`src/rtl/qu_common.sv`:
```
// Shared reorder-buffer types: storage cell layout, depth and wrap-bit pointer.
// Pure type/constant package, no logic.
package qu_common;

  localparam int ROB_DEPTH = 16;
  localparam int ROB_AW    = $clog2(ROB_DEPTH);
  localparam int XLEN_W    = 32;

  typedef logic [ROB_AW-1:0] rob_addr_t;

  typedef struct packed {
    logic      wrap;
    rob_addr_t addr;
  } rob_ptr_t;

  typedef struct packed {
    logic              valid;
    logic              ready;
    logic              exc;
    logic [4:0]        rd;
    logic [XLEN_W-1:0] value;
  } rob_cell_t;

endpackage

```
`src/rtl/rob_ptr.sv`:
```
// Circular pointer with a wrap bit above the index; clr wins over inc.
// Updates one cycle after inc/clr; never stalls.
module rob_ptr #(
  parameter int AW = 4
) (
  input  logic          clk,
  input  logic          rst,
  input  logic          inc_i,
  input  logic          clr_i,
  output logic [AW-1:0] idx_o,
  output logic          wrap_o
);

  logic [AW:0] ptr_q, ptr_d;

  always_comb begin
    ptr_d = ptr_q;
    if (clr_i) begin
      ptr_d = '0;
    end else if (inc_i) begin
      ptr_d = ptr_q + (AW+1)'(1);
    end
  end

  always_ff @(posedge clk) begin
    if (rst) begin
      ptr_q <= '0;
    end else begin
      ptr_q <= ptr_d;
    end
  end

  assign idx_o  = ptr_q[AW-1:0];
  assign wrap_o = ptr_q[AW];

endmodule

```
`src/rtl/rob_commit_ctrl.sv`:
```
// ROB head/tail control with in-order single-entry commit, RF writeback and flush.
// Grant/clear are combinational; commit/RF/flush outputs register 1 cycle later; alloc stalls when full or flushing.
module rob_commit_ctrl
  import qu_common::*;
#(
  parameter int DEPTH = ROB_DEPTH,
  parameter int XLEN  = XLEN_W
) (
  input  logic                     clk,
  input  logic                     rst,
  input  logic                     alloc_req,
  output logic                     alloc_gnt,
  output logic [$clog2(DEPTH)-1:0] alloc_tag,
  output logic                     rob_full,
  output logic                     rob_empty,
  output logic [$clog2(DEPTH)-1:0] head_rd_addr,
  input  rob_cell_t                head_rd_data,
  output logic                     clr_en,
  output logic [$clog2(DEPTH)-1:0] clr_addr,
  output logic                     rf_wr_en,
  output logic [4:0]               rf_wr_addr,
  output logic [XLEN-1:0]          rf_wr_data,
  output logic                     commit_valid,
  output logic [$clog2(DEPTH)-1:0] commit_tag,
  input  logic                     flush_in,
  output logic                     flush_out
);

  localparam int AW = $clog2(DEPTH);

  typedef logic [0:0] rob_cmt_state_t;
  localparam rob_cmt_state_t RUN   = 1'b0;
  localparam rob_cmt_state_t FLUSH = 1'b1;

  rob_cmt_state_t state_q, state_d;

  logic [AW-1:0] head_idx, tail_idx;
  logic          head_wrap, tail_wrap;
  logic          run;
  logic          commit;
  logic          exc_commit;
  logic          ptr_clr;

  logic            commit_valid_q, commit_valid_d;
  logic [AW-1:0]   commit_tag_q, commit_tag_d;
  logic            rf_wr_en_q, rf_wr_en_d;
  logic [4:0]      rf_wr_addr_q, rf_wr_addr_d;
  logic [XLEN-1:0] rf_wr_data_q, rf_wr_data_d;
  logic            flush_out_q, flush_out_d;

  rob_ptr #(.AW(AW)) u_head (
    .clk    (clk),
    .rst    (rst),
    .inc_i  (commit),
    .clr_i  (ptr_clr),
    .idx_o  (head_idx),
    .wrap_o (head_wrap)
  );

  rob_ptr #(.AW(AW)) u_tail (
    .clk    (clk),
    .rst    (rst),
    .inc_i  (alloc_gnt),
    .clr_i  (ptr_clr),
    .idx_o  (tail_idx),
    .wrap_o (tail_wrap)
  );

  assign run       = (state_q == RUN);
  assign ptr_clr   = !run;
  assign rob_empty = (head_idx == tail_idx) && (head_wrap == tail_wrap);
  assign rob_full  = (head_idx == tail_idx) && (head_wrap != tail_wrap);

  // No full-bypass: a same-cycle commit does not free a slot for this cycle's request.
  assign alloc_gnt = alloc_req && !rob_full && run && !flush_in;
  assign alloc_tag = tail_idx;

  assign head_rd_addr = head_idx;
  assign commit       = run && !rob_empty && head_rd_data.valid && head_rd_data.ready;
  assign exc_commit   = commit && head_rd_data.exc;
  assign clr_en       = commit;
  assign clr_addr     = head_idx;

  always_comb begin
    state_d        = RUN;
    flush_out_d    = 1'b0;
    commit_valid_d = commit;
    commit_tag_d   = commit_tag_q;
    rf_wr_en_d     = commit && !head_rd_data.exc && (head_rd_data.rd != 5'd0);
    rf_wr_addr_d   = rf_wr_addr_q;
    rf_wr_data_d   = rf_wr_data_q;
    if (commit) begin
      commit_tag_d = head_idx;
      rf_wr_addr_d = head_rd_data.rd;
      rf_wr_data_d = head_rd_data.value;
    end
    // A flush request arriving during FLUSH is absorbed by the single FLUSH cycle.
    if (run && (flush_in || exc_commit)) begin
      state_d     = FLUSH;
      flush_out_d = 1'b1;
    end
  end

  always_ff @(posedge clk) begin
    if (rst) begin
      state_q        <= RUN;
      commit_valid_q <= 1'b0;
      commit_tag_q   <= '0;
      rf_wr_en_q     <= 1'b0;
      rf_wr_addr_q   <= '0;
      rf_wr_data_q   <= '0;
      flush_out_q    <= 1'b0;
    end else begin
      state_q        <= state_d;
      commit_valid_q <= commit_valid_d;
      commit_tag_q   <= commit_tag_d;
      rf_wr_en_q     <= rf_wr_en_d;
      rf_wr_addr_q   <= rf_wr_addr_d;
      rf_wr_data_q   <= rf_wr_data_d;
      flush_out_q    <= flush_out_d;
    end
  end

  assign commit_valid = commit_valid_q;
  assign commit_tag   = commit_tag_q;
  assign rf_wr_en     = rf_wr_en_q;
  assign rf_wr_addr   = rf_wr_addr_q;
  assign rf_wr_data   = rf_wr_data_q;
  assign flush_out    = flush_out_q;

endmodule
```
`config.mk`:
```
export PLATFORM = sky130hd
export DESIGN_NAME = rob_commit_ctrl
export DESIGN_NICKNAME = d
export VERILOG_FILES = /design/src/rtl/qu_common.sv /design/src/rtl/rob_ptr.sv /design/src/rtl/rob_commit_ctrl.sv
export SDC_FILE = /design/constraint.sdc
export NUM_CORES = 1
export LEC_CHECK = 0
export CAP_MARGIN = 0
export CORE_ASPECT_RATIO = 0.6
export CORE_MARGIN = 10
export CORE_UTILIZATION = 44
export CTS_CLUSTER_SIZE = 40
export DETAILED_ROUTE_END_ITERATION = 10
export PLACE_DENSITY = 0.81
export SLEW_MARGIN = 30
export SYNTH_ARGS = -nofsm -noshare
export SYNTH_HDL_FRONTEND = slang
export SYNTH_SLANG_ARGS = --single-unit
export TNS_END_PERCENT = 50
```
`constraint.sdc`:
```
create_clock -name clk -period 2.17 [get_ports clk]
set_input_delay 0.651 -clock clk [delete_from_list [all_inputs] [get_ports clk]]
set_output_delay 0.651 -clock clk [all_outputs]
set_load 0.005 [all_outputs]
```
==> metrics.yaml, run 1 <==
floorplanning:
  chipHeight_um: 80.05
  io_pins: 104
  coreArea_um2: 5702
  fp.dieArea_um2: 9611
  num_rows: 21
  die_w_um: 120.1
  initial_utilization_pct: 46.37
cells_and_area:
  layout-drive-gt1-share_pct: 15.42
  area_delta_synth_final_pct: 51.92
  stdcell_count: 469
  fin_nets: 434
  final_area_um2: 4016
  final.fill_count: 461
  diodes: 0
  fin_util_pct: 70.44
critical_path:
  crit_path_cell_trace: "clkdlybuf4s50_1 -> nand3b_1 -> a21oi_4 -> buf_2"
  slowest_delay_ns: 0.47
  critical_path.startpoint: "head_rd_data[38]"
  slowest_stage: "clkdlybuf4s50_1"
  worstSetupEndpointType: "primary output"
  arrival_ns: 1.64
  cp-start-kind: "input pin"
  timing.rr.start: "u_head.ptr_q[1]"
  worstPathMaxFanout: 2
  required_ns: 1.52
  critPathKind: "input pin to primary output"
placed_design:
  dpl.hpwl_mm: 5.394
  io_buffers: 103
  pre_cts_ws_ns: -0.7773
  dp_cells: 449
  post_dp_cell_area_um2: 3789
  place.gp.congestion: 0.8819
detailed_routing:
  vias: 2236
  avgViaCountPerCell: 4.768
  first_pass_iters: 4
  finalWirelength_mm: 7.339
  drc: 0
  first_iter_violations: 118
  wl_per_cell_um: 15.65
  antenna_left: 0
synth:
  ys_seq_area_share_pct: 40.89
  synth-edff-count: 0
  synth_top_cell_by_area: "dfxtp_1"
  yosys-top-cells-count: "nand2b_1 (81), dfxtp_1 (54), mux2i_1 (49)"
  mappedNetlistArea_um2: 2644
  synth_cell_types: 30
  syn_avg_cell_area_um2: 9.977
  ys.flop_type: "dfxtp_1"
  synthCells: 265
  yosysMostFrequentCell: "nand2b_1"
  synth_top_area_share_pct: 40.89
  yosys-top-cells-area: "dfxtp_1 (41%), nand2b_1 (19%), mux2i_1 (19%)"
  async_flop_share_pct: 0
  ys_seq_elements: 54
  synth.net_count: 311
  yosysWarningCount: 0
cts:
  hold_buffers: 0
  ctsLongestPathBuffers: 2
  cts.reportedPaths.clkPinSlew_ns: 0.10
  cts_root_buf: "clkbuf_8"
  cts_tree: "done"
  clock_sinks: 54
  clock_latency_ns: 0.30
  tritoncts.num_buffers: 5
  h-tree-depth: 2
global_route:
  antenna_found_initial: 0
  grt_use_total_pct: 15.27
  grt_max_degree: 45
  grt_overflow: 0
  grt_pass1_wl_mm: 12.01
  grt_pass1_vias: 2324
sta:
  setup_viol: 4
  hold_viol_final: 0
  clock.fmax_mhz: 435.9
  max-slew-margin-rel_pct: 64.67
  slew_viol_final: 0
  fin_crit_ns: 2.294
  rsz0062_at_grt: "yes"
  fin_skew_ns: 0.007622
  setup_ws_ns: -0.1243
  min_period_over_period_pct: 105.7
  worstMarginPinSlew_ns: 0.5300
outcome:
  violations: "negative setup slack"
  outcome: "finished, violations left"
power_and_ir_drop:
  powerDensity_nw_per_um2: 480.4
  static-leakage-power_nw: 1.451
  irDropWorstVdd_mv: 0.3116
worst_hold_path:
  hold_path.startpoint: "rf_wr_addr[0]"
  worst_hold_path_type: "flop to flop"
flow_run:
  maxCapViolCount: 0
==> critical path, delay by kind of cell <==
family	cells	cell delay, ns
simple gates	1	0.19
compound gates	1	0.19
buf+inv	2	0.61
==> area by class of cell <==
cell class	count	area [µm²]	share of cell area, %
clock inverter	2	12.51	0.3115
sequential	54	1086	27.04
timing repair buffer	137	1301	32.40
clock buffer	6	82.58	2.056
tap	80	100.1	2.492
inverter	2	7.507	0.1869
multi-input combinational	188	1426	35.51
==> metal layers <==
metal	track usage (%)	vias to the layer above	routed length (µm)
li1	-	1126	-
met1	18.53	1028	3318
met2	23.63	80	3083
met3	8.616	2	912
met4	2.158	0	24
met5	0	-	0
==> timing repair <==
action                                 4_1_cts  5_1_grt
setup endpoints to repair                    4       44
cloned                                       0        0
buffers inserted                            17        1
gates resized for setup                     33        3
pin swaps                                    4        0
endpoints found under the hold margin        0        0
==> cell usage in the layout (no fill, tap or decap), types with 2 or more instances in the layout <==
master,instances
a21oi_1,4
buf_2,3
buf_4,28
buf_6,7
clkbuf_8,6
clkdlybuf4s50_1,95
dfxtp_1,50
dfxtp_2,4
dlygate4sd2_1,3
ha_1,2
inv_1,2
mux2i_1,49
nand2_1,12
nand2b_1,81
nand4_1,6
nand4b_1,2
nor2_1,2
o211ai_1,4
or3_1,6
xor2_1,2
xor2_2,3
==> sequential cells by signal (all words and copies together), names as in the netlist <==
register      cells
commit_tag        4
u_tail.ptr_q      5
rf_wr_addr        5
flush_out         1
u_head.ptr_q      5
rf_wr_en          1
commit_valid      1
rf_wr_data       32
==> per-stage QoR <==
stage / setup TNS, ns / power, mW / hold slack (ns)
2_1_floorplan: 0 / 1.170 / 0.4650
3_3_place_gp: -12.39 / 1.325 / 0.4574
3_5_place_dp: -12.83 / 1.332 / 0.4607
4_1_cts: -0.1437 / 1.949 / 0.4795
5_1_grt: -0.5088 / 2.022 / 0.4909
6_report: -0.2818 / 1.929 / 0.4750
==> kinds of logic after synthesis <==
logic type / synth area share [%]
simple gates: 28.35
mux: 18.55
fa+ha+maj: 0.9464
buf+inv: 6.578
xor+xnor: 1.988
flops: 40.89
compound gates: 2.698
==> worst paths after layout <==
kind	cells past startpoint	slack, ns	end
worst max-delay path	4	-0.12	clr_en
worst min-delay path	2	0.47	rf_wr_addr[0]
worst max register to register	11	0.18	u_tail.ptr_q[0]
worst min register to register	2	0.47	rf_wr_addr[0]
==> power by group <==
part	total [mW]	leakage (nW)	internal, mW	switching (mW)
clock network	0.583	0.0472	0.257	0.326
registers	1.02	0.438	1.01	0.0103
logic	0.328	0.966	0.211	0.118
total	1.93	1.45	1.48	0.454
No activity file was read; power rests on OpenSTA's default activity.
==> inputs of run 2 (changes only) <==
--- a/config.mk
+++ b/config.mk
@@ -11,6 +11,7 @@
 export CORE_UTILIZATION = 44
 export CTS_CLUSTER_SIZE = 40
 export DETAILED_ROUTE_END_ITERATION = 10
+export GPL_ROUTABILITY_DRIVEN = 0
 export PLACE_DENSITY = 0.81
 export SLEW_MARGIN = 30
 export SYNTH_ARGS = -nofsm -noshare
==> constraint.sdc (replaced) <==
create_clock -name clk -period 2.17 [get_ports clk]
set_input_delay 0.217 -clock clk [delete_from_list [all_inputs] [get_ports clk]]
set_output_delay 0.217 -clock clk [all_outputs]
set_load 0.005 [all_outputs]
==> run 2 against run 1 <==
Effect of this change:
- wire length grew 0.63%
- total power decreased by 1.5%
- sequential power is essentially flat
- cell area down 4.4%
- count of clock-buffer cells in the layout stayed put
- register-to-register slack better by 0.11 ns
- critical path depth stayed put
- combinational power is 13% lower
- largest cell class unchanged
- clock power rose by 2%
- the flow still finishes with violations (negative setup slack)
- worst setup slack improved by 0.071 ns
- final cell count down 4.1%
- worst hold slack worse by 0.038 ns
==> metrics.yaml, run 2 (synthesis gave the netlist of run 1 again) <==
critical_path:
  slowest_stage: "clkdlybuf4s50_1"
  cp-start-kind: "flop"
  slowest_delay_ns: 0.50
  crit_family: "simple AND/OR/NAND/NOR gates"
  required_ns: 1.95
  worstPathMaxFanout: 7
  cp_num_buf_inv: 1
  critPathKind: "flop to primary output"
  rrSetupSlack_ns: 0.29
  crit_path_cell_trace: "xor2_1 -> nor4_4 -> and2_2 -> clkdlybuf4s50_1"
  arrival_ns: 2.01
  worstSetupEndpointType: "primary output"
cells_and_area:
  stdcell_count: 450
  multiInputGateArea_um2: 1413
  area_delta_synth_final_pct: 45.24
  final.fill_count: 486
  fin_nets: 415
  layout-drive-gt1-share_pct: 9.189
  largest_reg_flops: 32
  final_cell_mix: "clkdlybuf4s50_1 (100), nand2b_1 (81), dfxtp_1 (51)"
  final_common_cell: "clkdlybuf4s50_1"
  regArea_um2: 1085
  diodes: 0
sta:
  fin_crit_ns: 2.223
  clock.fmax_mhz: 449.9
  min_period_over_period_pct: 102.4
  max-slew-margin-rel_pct: 70.60
  worstMarginPinSlew_ns: 0.4400
  setup_ws_ns: -0.05286
  fin_skew_ns: 0.004662
  rsz0062_at_grt: "yes"
  slew_viol_final: 0
  hold_viol_final: 0
  setup_viol: 1
floorplanning:
  io_pins: 104
  num_rows: 21
  initial_utilization_pct: 46.37
  chipHeight_um: 80.05
  coreArea_um2: 5702
  fp.dieArea_um2: 9611
  die_w_um: 120.1
placed_design:
  io_buffers: 103
  pre_cts_ws_ns: 0.08200
  dpl.hpwl_mm: 5.574
  dp_cells: 439
cts:
  tritoncts.num_buffers: 5
  ctsLongestPathBuffers: 2
  clock_sinks: 54
  cts_tree: "done"
  cts_root_buf: "clkbuf_8"
  cts.reportedPaths.clkPinSlew_ns: 0.10
  clock_latency_ns: 0.30
  h-tree-depth: 2
power_and_ir_drop:
  powerDensity_nw_per_um2: 494.8
  static-leakage-power_nw: 1.353
  irDropWorstVdd_mv: 0.3515
outcome:
  violations: "negative setup slack"
  outcome: "finished, violations left"
detailed_routing:
  first_iter_violations: 108
  antenna_left: 0
  vias: 2197
  finalWirelength_mm: 7.385
  first_pass_iters: 4
  avgViaCountPerCell: 4.882
  wl_per_cell_um: 16.41
  drc: 0
global_route:
  grt_use_total_pct: 14.86
  grt_overflow: 0
  grt_max_degree: 39
  antenna_found_initial: 0
  grt_pass1_vias: 2269
  grt_pass1_wl_mm: 11.66
worst_hold_path:
  worst_hold_path_type: "input pin to flop"
flow_run:
  maxCapViolCount: 0
## run 2: what timing repair did
item                       4_1_cts  5_1_grt
hold buffers                     0        0
pin swaps                        1        1
setup endpoints to repair        3        3
buffers inserted                 1        2
cloned                           0        0
gates resized for setup          7        1
## run 2: layout make-up
class	count	share of cell area (%)
tap	80	2.607
timing repair buffer	118	29.68
inverter	2	0.1955
sequential	54	28.25
clock buffer	6	2.151
multi-input combinational	188	36.79
clock inverter	2	0.3258
## run 2: metrics by stage
stage	power [mW]	hold slack (ns)	setup TNS, ns	cell area [µm²]	util (%)
after floorplan	1.170	0.2937	0	2644	-
after global placement	1.313	0.4572	0	3701	64.91
after global routing	1.983	0.4753	-0.2142	3840	67.35
final	1.900	0.4374	-0.05286	3840	67.35
after detailed placement	1.319	0.4620	0	3701	64.91
after CTS	1.911	0.4286	-0.06838	3822	67.04
## run 2: worst paths after layout
kind                        start             end  depth (start not counted)
setup / recovery  u_tail.ptr_q[2]        rob_full                          4
hold / removal                rst   rf_wr_data[3]                          3
setup reg to reg  u_tail.ptr_q[2]        rf_wr_en                          6
hold reg to reg    rf_wr_data[23]  rf_wr_data[23]                          2
## run 2: tightest hold or removal path: stages
cell	delay, ns
buf_2	0.27
nand2b_1	0.15
mux2i_1	0.05
## run 2: routing by layer
layer / vias up / share of wire (%) / wire length (µm) / GRT usage (%)
met3: 9 / 12 / 881 / 8.051
met4: 0 / 1.0 / 74 / 3.597
li1: 1085 / - / - / -
met1: 1015 / 47 / 3460 / 19.21
met5: - / 0 / 0 / 0
met2: 88 / 40 / 2969 / 21.01
## run 2: report_power, final
group	leakage [nW]	switching [mW]	internal [mW]	total, mW
Clock	0.0472	0.337	0.258	0.595
Sequential	0.437	0.0114	1.01	1.02
Combinational	0.868	0.107	0.179	0.286
==> inputs of run 3 (changes only) <==
--- a/config.mk
+++ b/config.mk
@@ -13,6 +13,7 @@
 export DETAILED_ROUTE_END_ITERATION = 10
 export GPL_ROUTABILITY_DRIVEN = 0
 export PLACE_DENSITY = 0.81
+export SKIP_CTS_REPAIR_TIMING = 1
 export SLEW_MARGIN = 30
 export SYNTH_ARGS = -nofsm -noshare
 export SYNTH_HDL_FRONTEND = slang
==> run 3 against run 2 <==
Effect of this change:
- the run still ends with negative setup slack left
- maximum frequency grew 2.4%
- critical path depth stayed put
- clock power down 0.7%
- register-to-register slack improved by 0.05 ns
- final cell count shrank 0.22%
==> metrics.yaml, run 3 (synthesis gave the netlist of run 1 again) <==
outcome:
  outcome: "finished, violations left"
  violations: "negative setup slack"
sta:
  max-slew-margin-rel_pct: 68.98
  setup_tns_ns: -0.001622
  setup_ws_ns: -0.001622
  rsz0062_at_grt: "yes"
  whs_ns: 0.4352
  fin_skew_ns: 0.005073
  fin_crit_ns: 2.172
  hold_viol_final: 0
  setup_viol: 1
  slew_viol_final: 0
  clock.fmax_mhz: 460.5
  worstMarginPinSlew_ns: 0.4642
  min_period_over_period_pct: 100.1
detailed_routing:
  wl_met2_mm: 2.966
  first_pass_iters: 4
  drt-met1-wl_mm: 3.418
  avgViaCountPerCell: 4.882
  first_iter_violations: 98
  wl_per_cell_um: 16.41
  finalWirelength_mm: 7.368
  antenna_left: 0
  drc: 0
  dr.max_layer_used: "met4"
  routed-wl-met3_um: 916
  vias: 2192
flow_run:
  maxCapViolCount: 0
floorplanning:
  io_pins: 104
  coreArea_um2: 5702
  fp.dieArea_um2: 9611
  chipHeight_um: 80.05
  initial_utilization_pct: 46.37
  die_w_um: 120.1
  num_rows: 21
global_route:
  grt_max_degree: 39
  grt_use_total_pct: 14.74
  antenna_found_initial: 0
  grt_overflow: 0
  grt_pass1_wl_mm: 11.58
  grt_pass1_vias: 2242
cts:
  tritoncts.num_buffers: 5
  clock_sinks: 54
  cts_root_buf: "clkbuf_8"
  h-tree-depth: 2
  cts.reportedPaths.clkPinSlew_ns: 0.10
  clock_latency_ns: 0.30
  ctsLongestPathBuffers: 2
  cts_tree: "done"
cells_and_area:
  fin_nets: 414
  layout-drive-gt1-share_pct: 9.485
  final_cell_mix: "clkdlybuf4s50_1 (100), nand2b_1 (81), dfxtp_1 (50)"
  fin_util_pct: 67.46
  area_delta_synth_final_pct: 45.48
  largest_reg_flops: 32
  diodes: 0
  final.fill_count: 488
  final_common_cell: "clkdlybuf4s50_1"
critical_path:
  required_ns: 1.95
  cp-start-kind: "flop"
  arrival_ns: 1.95
  critPathKind: "flop to primary output"
  slowest_delay_ns: 0.50
  worstSetupEndpointType: "primary output"
  worstPathMaxFanout: 5
  slowest_stage: "clkdlybuf4s50_1"
  crit_path_cell_trace: "xor2_1 -> nor4_4 -> and2_4 -> clkdlybuf4s50_1"
placed_design:
  io_buffers: 103
  pre_cts_ws_ns: 0.08200
  dpl.hpwl_mm: 5.574
power_and_ir_drop:
  powerDensity_nw_per_um2: 492.3
  irDropWorstVdd_mv: 0.3534
  static-leakage-power_nw: 1.352
worst_hold_path:
  worst_hold_path_type: "input pin to flop"
-- run 3: cell types whose count changed in the layout (fill, tap and decap cells not counted) --
cell,before,now
and2_2,1,0
xor2_2,1,2
dlygate4sd2_1,1,0
dlymetal6s2s_1,1,2
xor2_1,4,3
buf_4,15,14
and2_4,1,2
dfxtp_2,3,4
dfxtp_1,51,50
-- run 3: critical path: cells and delay by family (launching register included) --
family                    cells  cell delay [ns]
and+or+nand+nor               2             0.63
buffers and inverters         1             0.50
DFF                           1             0.36
xor gates and xnor gates      1             0.17
-- run 3: where the power goes --
| part | leakage, nW | internal [mW] | total (mW) | switching [mW] |
|---|---|---|---|---|
| combinational | 0.867 | 0.178 | 0.284 | 0.106 |
| clock | 0.0472 | 0.257 | 0.591 | 0.333 |
| sequential | 0.438 | 1.01 | 1.02 | 0.0113 |
| total | 1.35 | 1.44 | 1.89 | 0.450 |
-- run 3: area by class of cell --
class	count	area, µm²	share of cell area (%)
multi-input combinational	188	1421	36.96
timing repair buffer	117	1136	29.54
sequential	54	1086	28.24
tap	80	100.1	2.602
clock buffer	6	82.58	2.147
clock inverter	2	12.51	0.3253
inverter	2	7.507	0.1952
-- run 3: path summary, 6_finish.rpt --
check / end / slack (ns) / cells past startpoint / from
hold / removal: rf_wr_data[3] / 0.44 / 3 / rst
setup reg to reg: rf_wr_en / 0.34 / 6 / u_tail.ptr_q[3]
hold reg to reg: rf_wr_data[23] / 0.48 / 2 / rf_wr_data[23]
setup / recovery: rob_full / -0.002 / 4 / u_tail.ptr_q[1]
-- run 3: stage by stage --
step / power [mW] / cell area [µm²] / cells
final: 1.894 / 3846 / 449
after floorplan: 1.170 / 2644 / 265
after CTS: 1.909 / 3796 / 447
after global placement: 1.313 / 3701 / 439
after detailed placement: 1.319 / 3701 / 439
after global routing: 1.981 / 3846 / 449
-- run 3: layer usage --
layer | GRT usage (%) | up-vias
met5 | 0 | -
met3 | 7.910 | 7
met4 | 3.477 | 0
li1 | - | 1082
met1 | 19.27 | 1014
met2 | 20.62 | 89
==> RTL edit (settings of run 2) <==
Make the reset (`rst`) asynchronous in 2 clocked blocks.
--- a/src/rtl/rob_ptr.sv
+++ b/src/rtl/rob_ptr.sv
@@ -23,5 +23,5 @@
   end
 
-  always_ff @(posedge clk) begin
+  always_ff @(posedge clk or posedge rst) begin
     if (rst) begin
       ptr_q <= '0;
--- a/src/rtl/rob_commit_ctrl.sv
+++ b/src/rtl/rob_commit_ctrl.sv
@@ -102,5 +102,5 @@
   end
 
-  always_ff @(posedge clk) begin
+  always_ff @(posedge clk or posedge rst) begin
     if (rst) begin
       state_q        <= RUN;
Check against the original RTL: differs if rst is asserted again (counterexample within 4 cycles, from zero or initial values and one cycle with rst high); with rst held inactive, the same outputs for 10 cycles.
==> RTL edit against run 2 <==
Sequential cell count unchanged; worst hold slack worse by 0.16 ns; clock skew up 0.0049 ns; setup slack better by 0.17 ns; non-clock buffer count up 2; maximum frequency up 8.1%; first-iteration DRC count down 48%; routed wire length down 12%; synthesized area down 9.9%; design area down 4.1%; largest cell class is now sequential cells.
Power is not compared: it rests on default switching activity, and its combinational part moved more than twofold at a synthesized area within 25%.
==> RTL edit: results (changes against run 2) <==
- Status: completed (was finished with violations)
- Layout Skew: 0.00955 ns (was 0.00466 ns)
- Register area share after synthesis: 56.8% (was 40.9%)
- DP Area: 3520 um2 (was 3700 um2)
- Post-cts gate resize count: 2 (was 7)
- Top post-synthesis cells by area: dfrtp_1 (57%), mux2_2 (20%), buf_6 (2.4%) (was dfxtp_1 (41%), nand2b_1 (19%), mux2i_1 (19%))
- Area share of the largest cell type after synthesis: 56.8% (was 40.9%)
- Post-Syn Nets: 221 (was 311)
- Slew HR: 66.6% (was 70.6%)
- Synth cell types: 29 (was 30)
- Synth top cells by count: dfrtp_1 (54), mux2_2 (42), nor2_1 (8), nor2b_1 (8), nand2_1 (6) (was nand2b_1 (81), dfxtp_1 (54), mux2i_1 (49))
- Root buf cell: clkbuf_8 (unchanged)
- Initial DRC count: 56 (was 108)
- Crit-path max FO: 5 (was 7)
- Global-route wire length before repair: 9.96 mm (was 11.7 mm)
- Dpl ws: 0.167 ns (was 0.0820 ns)
- Total Routed Length: 6.49 mm (was 7.39 mm)
- Placed insts: 345 (was 439)
- Drt via density: 5.01 (was 4.88)
- I/O Buffers: 103 (unchanged)
- Vias in the first global route: 1886 (was 2269)
- HPWL after detailed placement: 5.02 mm (was 5.57 mm)
- Largest net degree at the start of global routing: 55 (was 39)
- Tot GR Track Use: 14.1% (was 14.9%)
- Hold Crit Class: input pin to asynchronous set/reset pin (was input pin to register)
- Crit path arrival time: 1.84 ns (was 2.01 ns)
- Syn Area/Cell: 13.6 um2 (was 9.98 um2)
- Final #Nets: 337 (was 415)
- Drt wl/cell: 18.1 um (was 16.4 um)
- Layout cells sized above 1: 25.7% (was 9.19%)
- CTS clk-pin slew, worst paths: 0.09 ns
- Asr flop ratio synth: 100% (was 0%)
-- RTL edit: area by class of cell --
type / count / area [um2]
clock inverters: 1 / 5.00
multi-input cells: 105 / 950
clock buffers: 7 / 86.3
fillers: 388 / 1470
repair buffers: 120 / 1180
well taps: 66 / 82.6
inverters: 5 / 18.8
flip-flops and latches: 54 / 1350
-- RTL edit: final timing paths --
| kind | start | to | slack (ns) | cells after the start |
|---|---|---|---|---|
| min | rst | commit_tag[0]$_DFFE_PP0P_ | 0.28 | 3 |
| min in group clk | head_rd_data[37] | rf_wr_en$_DFF_PP0_ | 0.48 | 2 |
| max | u_head.ptr_q[0]$_DFFE_PP0P_ | rob_empty | 0.11 | 5 |
| max reg2reg | u_tail.ptr_q[1]$_DFFE_PP0P_ | commit_tag[0]$_DFFE_PP0P_ | 0.16 | 7 |
| max in group asynchronous | rst | u_tail.ptr_q[3]$_DFFE_PP0P_ | 1.65 | 3 |
| min reg2reg | rf_wr_addr[1]$_DFFE_PP0P_ | rf_wr_addr[1]$_DFFE_PP0P_ | 0.49 | 1 |
-- RTL edit: layer usage --
layer | global-route usage (%) | vias up | part of all wire (%)
met5 | 0 | - | 0
met4 | 2.22 | 0 | 0.22
met3 | 8.86 | 2 | 14
met2 | 20.9 | 83 | 43
met1 | 17.1 | 859 | 43
li1 | - | 850 | -
-- RTL edit: kinds of logic after synthesis --
logic type      after synthesis  synth area share (%)
fa+ha+maj                     2                  1.05
flops                        54                  56.8
simple gates                 35                  7.73
xor+xnor                      6                  2.21
mux                          49                  23.1
compound gates               13                  4.47
buf+inv                      16                  4.73
-- RTL edit: critical path, stage by stage (launching register included) --
cell	delay, ns
dfrtp_1	0.42
xnor2_2	0.21
and4_4	0.28
nand2_1	0.08
inv_1	0.06
clkdlybuf4s50_1	0.49
